--- config.mk ---
export PLATFORM = sky130hd
export DESIGN_NAME = subst_equiv_sequencer
export DESIGN_NICKNAME = d
export VERILOG_FILES = /design/src/rtl/subst_equiv_sequencer.sv
export SDC_FILE = /design/constraint.sdc
export NUM_CORES = 1
export LEC_CHECK = 0
export CAP_MARGIN = 20
export CORE_UTILIZATION = 52
export CTS_CLUSTER_SIZE = 10
export DETAILED_ROUTE_END_ITERATION = 8
export HOLD_SLACK_MARGIN = 0.05
export PLACE_DENSITY = 0.75
export SLEW_MARGIN = 20
export SYNTH_ARGS = -nofsm -noshare
export SYNTH_HDL_FRONTEND = slang
export SYNTH_SLANG_ARGS = --single-unit
--- constraint.sdc ---
create_clock -name clk -period 2.58 [get_ports clk]
set_clock_uncertainty 0.1 [all_clocks]
set_input_delay 0.645 -clock clk [delete_from_list [all_inputs] [get_ports clk]]
set_output_delay 0.645 -clock clk [all_outputs]
set_load 0.02 [all_outputs]
--- src/rtl/subst_equiv_sequencer.sv ---
// rtl/subst_equiv_sequencer.sv - exhaustive 8-input equivalence sweep of an original cone against its substituted form
module subst_equiv_sequencer #(
  parameter int SAMPLE_DELAY = 0,
  parameter bit STOP_ON_FAIL = 1'b0
) (
  input  logic       clk,
  input  logic       rst,
  input  logic       start,
  input  logic       abort,
  input  logic       dut_out,
  input  logic       ref_out,
  output logic [7:0] vec,
  output logic       busy,
  output logic       done,
  output logic       pass,
  output logic [8:0] mismatch_cnt,
  output logic [7:0] first_fail,
  output logic       fail_valid
);

  typedef enum logic [1:0] {IDLE, RUN, DRAIN, DONE} state_t;

  // Keep at least one pipe slot so the zero-delay build still elaborates.
  localparam int PD = (SAMPLE_DELAY > 0) ? SAMPLE_DELAY : 1;

  state_t        state;
  logic [1:0]    drain_cnt;
  logic [PD-1:0] pipe_valid;
  logic [7:0]    pipe_vec [PD];
  logic          cmp_valid;
  logic [7:0]    cmp_vec;
  logic          hit;
  logic          active;
  logic          flush;
  logic [8:0]    cnt_next;

  always_comb begin
    active    = (state == RUN) || (state == DRAIN);
    cmp_valid = (SAMPLE_DELAY == 0) ? (state == RUN) : pipe_valid[PD-1];
    cmp_vec   = (SAMPLE_DELAY == 0) ? vec : pipe_vec[PD-1];
    hit       = active && !abort && cmp_valid && (dut_out != ref_out);
    cnt_next  = (hit && (mismatch_cnt != 9'd256)) ? mismatch_cnt + 9'd1 : mismatch_cnt;
    flush     = active && (abort || (STOP_ON_FAIL && hit));
  end

  // Delay line: the vector driven now is judged SAMPLE_DELAY cycles later.
  always_ff @(posedge clk or posedge rst) begin
    if (rst) begin
      pipe_valid <= '0;
      for (int i = 0; i < PD; i++) pipe_vec[i] <= 8'h00;
    end else if (flush) begin
      pipe_valid <= '0;
    end else begin
      for (int i = PD - 1; i > 0; i--) begin
        pipe_valid[i] <= pipe_valid[i-1];
        pipe_vec[i]   <= pipe_vec[i-1];
      end
      pipe_valid[0] <= (state == RUN);
      pipe_vec[0]   <= vec;
    end
  end

  always_ff @(posedge clk or posedge rst) begin
    if (rst) begin
      state        <= IDLE;
      drain_cnt    <= 2'd0;
      vec          <= 8'h00;
      busy         <= 1'b0;
      done         <= 1'b0;
      pass         <= 1'b0;
      mismatch_cnt <= 9'd0;
      first_fail   <= 8'h00;
      fail_valid   <= 1'b0;
    end else begin
      done <= 1'b0;
      case (state)
        IDLE: begin
          if (start && !abort) begin
            state        <= RUN;
            busy         <= 1'b1;
            vec          <= 8'h00;
            pass         <= 1'b0;
            mismatch_cnt <= 9'd0;
            first_fail   <= 8'h00;
            fail_valid   <= 1'b0;
          end
        end
        RUN, DRAIN: begin
          if (abort) begin
            state <= IDLE;
            busy  <= 1'b0;
            pass  <= 1'b0;
          end else begin
            mismatch_cnt <= cnt_next;
            if (hit && !fail_valid) begin
              first_fail <= cmp_vec;
              fail_valid <= 1'b1;
            end
            if (STOP_ON_FAIL && hit) begin
              state <= DONE;
              busy  <= 1'b0;
              done  <= 1'b1;
              pass  <= 1'b0;
            end else if (state == RUN && vec != 8'hFF) begin
              vec <= vec + 8'd1;
            end else if (state == RUN && SAMPLE_DELAY > 0) begin
              state     <= DRAIN;
              drain_cnt <= 2'(SAMPLE_DELAY - 1);
            end else if (state == DRAIN && drain_cnt != 2'd0) begin
              drain_cnt <= drain_cnt - 2'd1;
            end else begin
              state <= DONE;
              busy  <= 1'b0;
              done  <= 1'b1;
              pass  <= (cnt_next == 9'd0);
            end
          end
        end
        default: state <= IDLE;
      endcase
    end
  end

endmodule

[Word-level counts from Yosys, hierarchy flattened]
Cells that the tools add are included.
Word-level totals
  bits of input ports: 6
  output and inout bits: 29
  register bits: 33
  word-level logic and storage cells: 80
Cells by class
  reductions and logical operators: 22
  bitwise operators: 2
  $add $sub $neg: 3
  equality and inequality tests: 11
  muxes and demuxes: 33
Operators by type and width (count)
  $mux 8: 5
  $pmux 8 s2: 2
  $mux 9: 3
  $pmux 9 s2: 1
  $reduce_and 4->1: 4
  $mux 1: 14
  $add 9x1->9 const B: 1
  $logic_not 9->1: 1
  $ne 9x9->1 const B: 1
  $add 8x1->8 const B: 1
  $logic_and 1x1->1: 8
  $mux 2: 4
  $ne 2x2->1 const B: 4
  $ne 8x8->1 const B: 1
  $ne 3x3->1 const B: 2
  $pmux 1 s2: 3
  $reduce_and 3->1: 2
  $pmux 2 s2: 1
  $reduce_bool 2->1: 2
  $eq 2x1->1 const B: 1
  $eq 2x2->1 const B: 1
  $logic_not 1->1: 2
  $logic_not 2->1: 1
  $not 1->1: 2
  other kinds (4): 4

[Longest topological paths before layout]
  depth after elaboration: 12
  mapped depth: 9
  depth with buffers taken out: 7

[Least setup slack after synthesis]
OpenSTA, ideal clock, no wires.
  path type: input port to flip-flop
  start point: in abort
  end point: reg pass
  slack: 0.501 ns
  path buffers: 0
  data required time: 2.413 ns
  stages: 5
  arrival: 1.912 ns
  library setup time: 0.067 ns
  path through: nand2b_2 > nor4_2 > mux2_1 > o31ai_1 > a32o_1
Between the ends
  word-level cells in the longest chain between the ends: 11
  elaborated cells on any way between the ends: 16
  those cells by class: 3 x eq/ne; 5 x mux; 8 x reduce/logical
RTL lines
  from (decl): line 9  | input logic abort,
  $logic_not 1->1: line 41, 78
  $logic_and 1x1->1 (3 in a row): line 41  | hit = active && !abort && cmp_valid && (dut_out != ref_out);
  $logic_and 1x1->1: line 42  | cnt_next = (hit && (mismatch_cnt != 9'd256)) ? mismatch_cnt + 9'd1 : mismatch_cnt;
  $mux 9: line 42
  $logic_not 9->1: line 115  | pass <= (cnt_next == 9'd0);
  $mux 1: line 109  | end else if (state == DRAIN && drain_cnt != 2'd0) begin
  $mux 1: line 104  | end else if (state == RUN && vec != 8'hFF) begin
  $mux 1: line 89  | if (abort) begin
  $pmux 1 s2: line 76  | case (state)
  to (signal assigned): line 115
  to (decl): line 15  | output logic pass,
Parallel ways exist; a longest one is shown, timed or not. The select of a mux whose other input is x is not followed.
A chain may end at the register's enable or synchronous reset.

[Worst setup path in the final report]
Same ends and word-level chain as after synthesis.

==> flow_summary.yaml <==
critical_path:
  worstPathArrival_ns: 2.50
  path_class: "input port to register"
  ff2ff_setup_slack_ns: 0.40
  worstPathMaxFanout: 7
  cp_slowest_cell: "clkdlybuf4s50_1"
  critPathCaptureType: "register"
  cp_slowest_stage_delay_ns: 0.46
  startpoint_type: "input port"
  cp.required_ns: 2.78
  worstRegToRegCells: 7
  path_cells: "clkdlybuf4s50_1, nand2b_2, nor4_2, mux2_1, o31ai_1, a32o_1"
synthesis:
  syn_area_per_cell_sq_um: 9.03
  yosysSeqAreaShare_pct: 43.3
  synthArstFlopShare_pct: 100
  ys_types: 43
  synthCells: 211
  yosysWarnings: 0
  synth_edf_count: 0
  synth.cell_area_sq_mm: 0.00191
  synth_fp_nets: 225
  synth_top_area_cell: "dfrtp_1"
  synth_top_flop_cell: "dfrtp_1"
  netlist.area_leader.share_pct: 43.3
  ys_seq_elements: 33
  synthTopCellsByArea: "dfrtp_1, nand2_1, o21ai_0, ha_1, nor2_1"
sta:
  setup_viol: 0
  min_period_ns: 2.30
  slew_violations: 0
  fmax_ghz: 0.435
  postLayoutSetupSlackWorst_ns: 0.280
  finalCritPeriodShare_pct: 89.1
  worst_pin_slew_ns: 0.474
  finalHoldViolations: 0
  rsz0062_at_grt: "false"
  max-slew-margin-rel_pct: 68.3
  finalSetupTns_ns: 0
clocking:
  path_clk_slew_ns: 0.12
  htreeDepth: 2
  cts_hold_buf: 0
  cts_buffers: 5
  post_cts_buffers: 0
  cts_tree: "done"
  cts_resized: 0
  cts_root_buffer: "clkbuf_4"
  cts.sinks: 33
  clockBufferDepth: 2
  clkLatencyLatePin_ns: 0.35
cells_and_area:
  multiInputGateArea_sq_mm: 0.00103
  regArea_sq_um: 826
  nets: 276
  antenna_cells: 0
  area_growth_syn_to_layout_pct: 28.8
  final_cell_mix: "nand2_1, clkdlybuf4s50_1, dfrtp_1"
  mostFrequentLayoutCell: "nand2_1"
  drive_gt1_share_pct: 12.2
  fillers: 278
routing:
  vias: 1742
  dr.pass1.iters: 4
  drtIter0Drc: 108
  ant_nets: 0
  viasPerCell: 5.64
  drc: 0
  drt-total-wl_mm: 4.58
  wl_per_cell_microns: 14.8
die:
  design.die.area_sq_mm: 0.00391
  die_h_microns: 62.5
  num_rows: 21
  io_pins: 35
  core_sq_mm: 0.00342
  start_util_pct: 55.8
  die_x_microns: 62.5
power:
  ir_drop_uv: 622
  p_leak_uw: 0.00103
  pwr_density_cell_mw_per_mm2: 737
grt:
  grt_max_degree: 34
  antenna_found_initial: 0
  grt_overflow_total: 0
  grt_pass1_wl_mm: 7.91
  gr-usage-all-layers_pct: 26.3
  grt_pass1_vias: 1683
placement:
  io_buffers: 34
  place_ws_ns: -0.0967
  gp_congestion: 0.866
  dpl.hpwl_mm: 3.30
min_path:
  min_path_type: "register to register"
  holdPathStages: 1
flow_run:
  maxCapViolCount: 0
outcome:
  status: "finished clean"
-- worst max-delay path: cells and delay by family --
family	cells	cell delay, ns
mux	1	0.36
simple gates	2	0.63
compound gates	2	0.39
buf+inv	1	0.46
-- registers in the layout, indices dropped and copies added, names as in the netlist --
signal and count:
vec 8, pass 1, state 2, fail_valid 1
mismatch_cnt 9, drain_cnt 2, busy 1, first_fail 8
done 1
-- stage by stage --
| step | std cells | utilization [%] | area, sq um | hold slack (ns) | total power, uW |
|---|---|---|---|---|---|
| global route | 309 | 71.9 | 2450 | 0.414 | 1930 |
| CTS | 309 | 71.9 | 2450 | 0.391 | 1800 |
| detailed placement | 301 | 70.3 | 2400 | 0.375 | 1500 |
| global placement | 301 | 70.3 | 2400 | 0.361 | 1470 |
| finish | 309 | 71.9 | 2450 | 0.385 | 1810 |
| floorplan | 211 | - | 1910 | 0.346 | 1190 |
-- cell usage after synthesis (5+ instances only) --
cell      number
ha_1           8
a21oi_1        5
nor3_1         5
o21ai_0       27
clkbuf_1       5
dfrtp_1       33
nand3_1       10
nand2_1       37
nand4_1        6
nor2_1        14
xor2_1         5
inv_1          8
-- cell type report --
type	instances	area share, %
Clock inverter	3	0.714
Clock buffer	5	1.53
Tap cell	46	2.34
Sequential cell	33	33.6
Multi-Input combinational cell	164	41.8
Inverter	8	1.22
Timing Repair Buffer	50	18.8
-- report_power, final --
| group | total [uW] | switching (uW) | internal (uW) | leakage (uW) |
|---|---|---|---|---|
| clock | 307 | 204 | 103 | 0.0000310 |
| combinational | 832 | 481 | 351 | 0.000555 |
| sequential | 669 | 74.7 | 595 | 0.000448 |
| total | 1810 | 760 | 1050 | 0.00103 |
-- routing by layer --
metal  wire, microns  part of all wire [%]  vias up  global-route usage [%]
met4              63                   1.4        0                    10.8
li1                -                     -      851                       -
met3             139                   3.0        8                    5.47
met5               0                     0        -                       0
met2            2210                    48       43                    41.7
met1            2170                    47      840                    34.9
-- kinds of logic (layout without fill, tap and decap cells) --
group | Yosys count | count (layout) | share of synthesized area, %
AO/OA/AOI/OAI | 51 | 51 | 16.7
XOR/XNOR | 9 | 9 | 5.12
adder cells (fa/ha/maj) | 8 | 8 | 5.25
buffers and inverters | 14 | 66 | 2.82
flip-flops | 33 | 33 | 43.3
multiplexers | 3 | 3 | 1.71
AND/OR/NAND/NOR | 93 | 93 | 25.0
-- final timing paths --
kind | start | endpoint
worst max-delay path | abort | pass
worst min-delay path | drain_cnt[0] | drain_cnt[0]
min in group asynchronous | rst | mismatch_cnt[1]
worst min register to register | drain_cnt[0] | drain_cnt[0]
worst max register to register | state[1] | pass
max in group asynchronous | rst | first_fail[1]
Power figures use the tool's default switching activity.
==> RTL change 1: new RTL, same flow settings <==
Register the output `vec` once more, without a reset; this adds one clock of latency there. The other outputs are not delayed to match.
--- a/src/rtl/subst_equiv_sequencer.sv
+++ b/src/rtl/subst_equiv_sequencer.sv
@@ -23,6 +23,8 @@
   // Keep at least one pipe slot so the zero-delay build still elaborates.
   localparam int PD = (SAMPLE_DELAY > 0) ? SAMPLE_DELAY : 1;
 
+  logic [7:0] vec_s0;
+
   state_t        state;
   logic [1:0]    drain_cnt;
   logic [PD-1:0] pipe_valid;
@@ -37,7 +39,7 @@
   always_comb begin
     active    = (state == RUN) || (state == DRAIN);
     cmp_valid = (SAMPLE_DELAY == 0) ? (state == RUN) : pipe_valid[PD-1];
-    cmp_vec   = (SAMPLE_DELAY == 0) ? vec : pipe_vec[PD-1];
+    cmp_vec   = (SAMPLE_DELAY == 0) ? vec_s0 : pipe_vec[PD-1];
     hit       = active && !abort && cmp_valid && (dut_out != ref_out);
     cnt_next  = (hit && (mismatch_cnt != 9'd256)) ? mismatch_cnt + 9'd1 : mismatch_cnt;
     flush     = active && (abort || (STOP_ON_FAIL && hit));
@@ -56,7 +58,7 @@
         pipe_vec[i]   <= pipe_vec[i-1];
       end
       pipe_valid[0] <= (state == RUN);
-      pipe_vec[0]   <= vec;
+      pipe_vec[0]   <= vec_s0;
     end
   end
 
@@ -64,7 +66,7 @@
     if (rst) begin
       state        <= IDLE;
       drain_cnt    <= 2'd0;
-      vec          <= 8'h00;
+      vec_s0       <= 8'h00;
       busy         <= 1'b0;
       done         <= 1'b0;
       pass         <= 1'b0;
@@ -78,7 +80,7 @@
           if (start && !abort) begin
             state        <= RUN;
             busy         <= 1'b1;
-            vec          <= 8'h00;
+            vec_s0       <= 8'h00;
             pass         <= 1'b0;
             mismatch_cnt <= 9'd0;
             first_fail   <= 8'h00;
@@ -101,8 +103,8 @@
               busy  <= 1'b0;
               done  <= 1'b1;
               pass  <= 1'b0;
-            end else if (state == RUN && vec != 8'hFF) begin
-              vec <= vec + 8'd1;
+            end else if (state == RUN && vec_s0 != 8'hFF) begin
+              vec_s0 <= vec_s0 + 8'd1;
             end else if (state == RUN && SAMPLE_DELAY > 0) begin
               state     <= DRAIN;
               drain_cnt <= 2'(SAMPLE_DELAY - 1);
@@ -121,5 +123,9 @@
     end
   end
 
+  always_ff @(posedge clk) begin
+    vec <= vec_s0;
+  end
+
 endmodule
 
Formal check against the unedited RTL: not equivalent (a bounded check fails within 4 cycles, from zero or initial values and one cycle with rst high).
==> RTL change 1 against the unedited design <==
Clock power is 100% higher; worst hold slack worse by 19 ps; wire length shrank 0.70%; sequential cell count is 8 higher; cell area increased by 12%; critical path type unchanged; worst setup slack got worse by 46 ps; area after synthesis grew 11%; power is 35% higher.
==> RTL change 1: results (changes against the unedited design) <==
grt:
  grt_pass1_vias: 1665  # was 1683
  groute.usage.overall: 0.242  # was 0.263
  grt_pass1_wl_um: 7720  # was 7910 um
  overflow: 0  # unchanged
  grt_start_max_net_pins: 34  # unchanged
  antenna_found_initial: 0  # unchanged
yosys:
  synth-async-reset-ratio: 0.805  # was 1.00
  ys_top_cells_by_count: "33 x dfrtp_1, 19 x o21ai_0, 18 x nand2_1, 12 x nor2_1, 11 x inv_1"  # was 37 x nand2_1, 33 x dfrtp_1, 27 x o21ai_0, 14 x nor2_1, 10 x nand3_1
  synth_seq_area_share: 0.466  # was 0.433
  ys_dominant_reg_cell: "dfrtp_1"  # unchanged
  synthAdderAreaFrac: 0.0473  # was 0.0525
  synth_xor_area_frac: 0.0449  # was 0.0512
  synth_cell_types: 48  # was 43
  synth_compound_area_frac: 0.164  # was 0.167
  yosysWarnings: 0  # unchanged
  synthMuxAreaShare: 0.0189  # was 0.0171
  syn_nets: 229  # was 225
  synthTopCellsByArea: "dfrtp_1 39%, dfxtp_1 7.6%, ha_1 4.7%, o21ai_0 4.5%, a22o_1 3.3%"  # was dfrtp_1 43%, nand2_1 7.3%, o21ai_0 7.1%, ha_1 5.3%, nor2_1 2.8%
place:
  pre_cts_ws_ps: -46.5  # was -96.7 ps
  numPortBuffers: 34  # unchanged
  dpl_cell_area_mm2: 0.00262  # was 0.00240 mm^2
  place_congestion: 0.879  # was 0.866
  dpl.hpwl_um: 3290  # was 3300 um
cts:
  numCtsBuffers: 5  # unchanged
  clkLatencyLatePin_ps: 300  # was 350 ps
  ctsHtreeMaxLevel: 2  # unchanged
  cts_resized: 0  # unchanged
  post-cts-setup-buffers: 0  # unchanged
  clkSlewWorstSetupHoldPaths_ps: 80  # was 120 ps
  clockBufferDepth: 2  # unchanged
  root_buffer: "clkbuf_8"  # was clkbuf_4
drt:
  drtIter0Drc: 135  # was 108
  via_per_inst: 5.58  # was 5.64
  drtPass1Iterations: 4  # unchanged
  wl_per_cell_um: 14.4  # was 14.8 um
worst_setup_path:
  worst_ep_arrival_time_ps: 2460  # was 2500 ps
  crit_fanout: 6  # was 7
  rrSetupSlack_ps: 290  # was 400 ps
  cp_slowest_cell: "clkdlybuf4s50_1"  # unchanged
  reg2reg_depth: 6  # was 7
  cp_slowest_stage_delay_ps: 490  # was 460 ps
sta:
  tightest_slew_ps: 441  # was 474 ps
  worst_hold_slack_ps: 366  # was 385 ps
  timing.final.crit_share: 0.909  # was 0.891
  hold_violations: 0  # unchanged
worst_hold_path:
  min_path_cells: 0  # was 1
  hold_path_class: "flip-flop to flip-flop"  # unchanged
power_and_ir_drop:
  vdd_drop_max_mv: 0.597  # was 0.622 mV
  p_leak_uw: 0.00118  # was 0.00103 uW
outcome:
  status: "finished, final reports clean"  # unchanged
finish:
  num_antenna_cells: 0  # unchanged
  largest_register_ffs: 9  # unchanged
  drive_gt1_frac: 0.130  # was 0.122
  fin_nets: 282  # was 276
  top_register: "mismatch_cnt"  # unchanged
## RTL change 1: cell types whose count changed in the layout (fill, tap and decap cells not counted), moves of 4 or more
cell	delta
o21ai_0	-8
clkbuf_8	+5
nand2_1	-19
xor2_1	-4
xnor2_1	+5
dfxtp_1	+8
a22o_1	+6
nand2b_1	+4
clkbuf_4	-5
## RTL change 1: worst paths after layout
path / start / to
max reg2reg: state[1]$_DFFE_PP0P_ / pass$_DFFE_PP0P_
min reg2reg: cmp_vec[7]$_DFFE_PP0P_ / vec[7]$_DFF_P_
max: abort / pass$_DFFE_PP0P_
min in group asynchronous: rst / mismatch_cnt[6]$_DFFE_PP0P_
min: cmp_vec[7]$_DFFE_PP0P_ / vec[7]$_DFF_P_
max in group asynchronous: rst / cmp_vec[6]$_DFFE_PP0P_
## RTL change 1: power breakdown
part	switching (uW)	total, uW	internal, uW
Sequential	76.6	802	726
Combinational	594	1020	425
Clock	238	628	390
Total	909	2450	1540
## RTL change 1: cell families after synthesis
kind of cell | count (synthesis)
and+or+nand+nor | 85
AOI/OAI and AO/OA | 51
DFF | 41
buffers and inverters | 16
xor gates and xnor gates | 10
adders and majority gates | 8
muxes | 4
## RTL change 1: final cells by class
class / count / area, um^2
fill: 295 / 1010
tap: 48 / 60.1
multi-input combinational: 158 / 1070
inverter: 11 / 41.3
sequential: 41 / 986
clock inverter: 3 / 68.8
timing repair buffer: 51 / 468
clock buffer: 5 / 68.8
## RTL change 1: stage by stage
stage / TNS (ps) / instances
finish: 0 / 317
global route: 0 / 317
CTS: 0 / 317
detailed placement: -336 / 309
global placement: -403 / 309
floorplan: 0 / 215
## RTL change 1: layer usage
metal,wire length (um),global-route usage,up-vias
met5,0,0,-
met4,55,0.0815,0
met3,235,0.0690,5
met2,2000,0.360,40
met1,2260,0.336,842
li1,-,-,882
## RTL change 1: worst max-delay path, delay by kind of cell
kind / cells / cell delay (ps)
buf+inv: 3 / 830
simple gates: 2 / 530
xor+xnor: 1 / 50
compound gates: 2 / 400
==> RTL change 2: new RTL, same settings <==
Made on the original files. Set the parameter `STOP_ON_FAIL` to 1'b1 (it was 1'b0).
--- a/src/rtl/subst_equiv_sequencer.sv
+++ b/src/rtl/subst_equiv_sequencer.sv
@@ -1,7 +1,7 @@
 // rtl/subst_equiv_sequencer.sv - exhaustive 8-input equivalence sweep of an original cone against its substituted form
 module subst_equiv_sequencer #(
   parameter int SAMPLE_DELAY = 0,
-  parameter bit STOP_ON_FAIL = 1'b0
+  parameter bit STOP_ON_FAIL = 1'b1
 ) (
   input  logic       clk,
   input  logic       rst,
Function: changed (a bounded check fails within 4 cycles, from zero or initial values and one cycle with rst high).
==> RTL change 2 against the unedited design <==
Non-clock buffer count decreased by 7; register-to-register slack got worse by 80 ps; power increased by 19%; cell area increased by 2.1%; area after synthesis increased by 1.9%; worst setup slack improved by 7.2 ps; core utilization increased by 0.39 points; die area increased by 1.8%; sequential cell count unchanged; first-iteration DRC count decreased by 4.6%; wire length decreased by 2.8%; largest power group unchanged; critical path type unchanged.
==> RTL change 2: results (changes against the unedited design) <==
outcome:
  status: "finished, final reports clean"  # unchanged
drt:
  wl_per_cell_um: 14.7  # was 14.8 um
  drtIter0Drc: 103  # was 108
  via_per_inst: 5.67  # was 5.64
grt:
  use_met1: 0.329  # was 0.349
  use_met2: 0.406  # was 0.417
  grt_pass1_wl_um: 7880  # was 7910 um
  grt.met3_usage: 0.0507  # was 0.0547
finish:
  multi_input_area_share: 0.420  # was 0.418
  final-clk-cell-share: 0.0464  # was 0.0224
  nNonClkInverters: 12  # was 8
  drive_gt1_frac: 0.102  # was 0.122
  nClkBuffers: 7  # was 5
  layout.nonclk_buf_frac: 0.163  # was 0.188
  seq_cells: 33  # unchanged
  nFillCells: 289  # was 278
  seq_area_frac: 0.330  # was 0.336
  fin_nets: 269  # was 276
worst_setup_path:
  reg2reg_to: "vec[5]$_DFFE_PP0P_"  # was pass$_DFFE_PP0P_
  cp_slowest_stage_delay_ps: 530  # was 460 ps
  reg2reg_from: "state[0]$_DFFE_PP0P_"  # was state[1]$_DFFE_PP0P_
  crit_fanout: 8  # was 7
  worst_ep_arrival_time_ps: 2410  # was 2500 ps
cts:
  clkLatencyLatePin_ps: 280  # was 350 ps
  root_buffer: "clkbuf_8"  # was clkbuf_4
  clkSlewWorstSetupHoldPaths_ps: 70  # was 120 ps
place:
  place_congestion: 0.900  # was 0.866
  dpl.hpwl_um: 3420  # was 3300 um
power_and_ir_drop:
  p_leak_uw: 0.00109  # was 0.00103 uW
yosys:
  syn_nets: 223  # was 225
  synth_seq_area_share: 0.425  # was 0.433
  ys_top_cells_by_count: "34 x nand2_1, 33 x dfrtp_1, 22 x o21ai_1, 12 x inv_1, 10 x nor2_1"  # was 37 x nand2_1, 33 x dfrtp_1, 27 x o21ai_0, 14 x nor2_1, 10 x nand3_1
  synthTopCellsByArea: "dfrtp_1 43%, nand2_1 6.6%, o21ai_1 5.7%, ha_1 5.2%, nand3_1 2.3%"  # was dfrtp_1 43%, nand2_1 7.3%, o21ai_0 7.1%, ha_1 5.3%, nor2_1 2.8%
floorplan:
  die_x_um: 63.1  # was 62.5 um
sta:
  tightest_slew_ps: 461  # was 474 ps
-- RTL change 2: kinds of logic after synthesis --
family	count (synthesis)	share of synthesized area
xor gates and xnor gates	8	0.0400
muxes	3	0.0155
AOI/OAI and AO/OA	56	0.198
DFF	33	0.425
adders and majority gates	8	0.0515
and+or+nand+nor	85	0.238
buffers and inverters	16	0.0322
-- RTL change 2: per-layer routing --
layer | vias up | share of wire
li1 | 840 | -
met1 | 807 | 0.46
met2 | 55 | 0.48
met3 | 10 | 0.052
met4 | 0 | 0.014
met5 | - | 0
-- RTL change 2: report_power, final --
| group | switching [uW] | internal [uW] |
|---|---|---|
| sequential | 85.9 | 618 |
| clock | 182 | 315 |
| combinational | 563 | 394 |
| total | 831 | 1330 |
-- RTL change 2: worst max-delay path by stage --
stage / endpoint / slack [ps] / cells after the start
after floorplan: first_fail[0]$_DFFE_PP0P_ / 550 / 9
after global placement: pass$_DFFE_PP0P_ / 80 / 6
after detailed placement: pass$_DFFE_PP0P_ / 9 / 6
after CTS: pass$_DFFE_PP0P_ / 310 / 6
after global routing: pass$_DFFE_PP0P_ / 170 / 6
final: vec[5]$_DFFE_PP0P_ / 290 / 6
-- RTL change 2: metrics by stage --
step / power (uW) / cells / setup WS, ps
floorplan: 1320 / 209 / 552
global placement: 1630 / 294 / 79.6
detailed placement: 1660 / 294 / 8.95
CTS: 2170 / 302 / 310
global route: 2300 / 302 / 166
finish: 2160 / 302 / 288
-- RTL change 2: worst register-to-register path, delay by kind of cell, from the launching register on --
family	cells	cell delay [ps]
AND/OR/NAND/NOR	4	980
adder cells (fa/ha/maj)	1	390
flip-flops	1	380
AO/OA/AOI/OAI	1	260
buffers and inverters	1	90
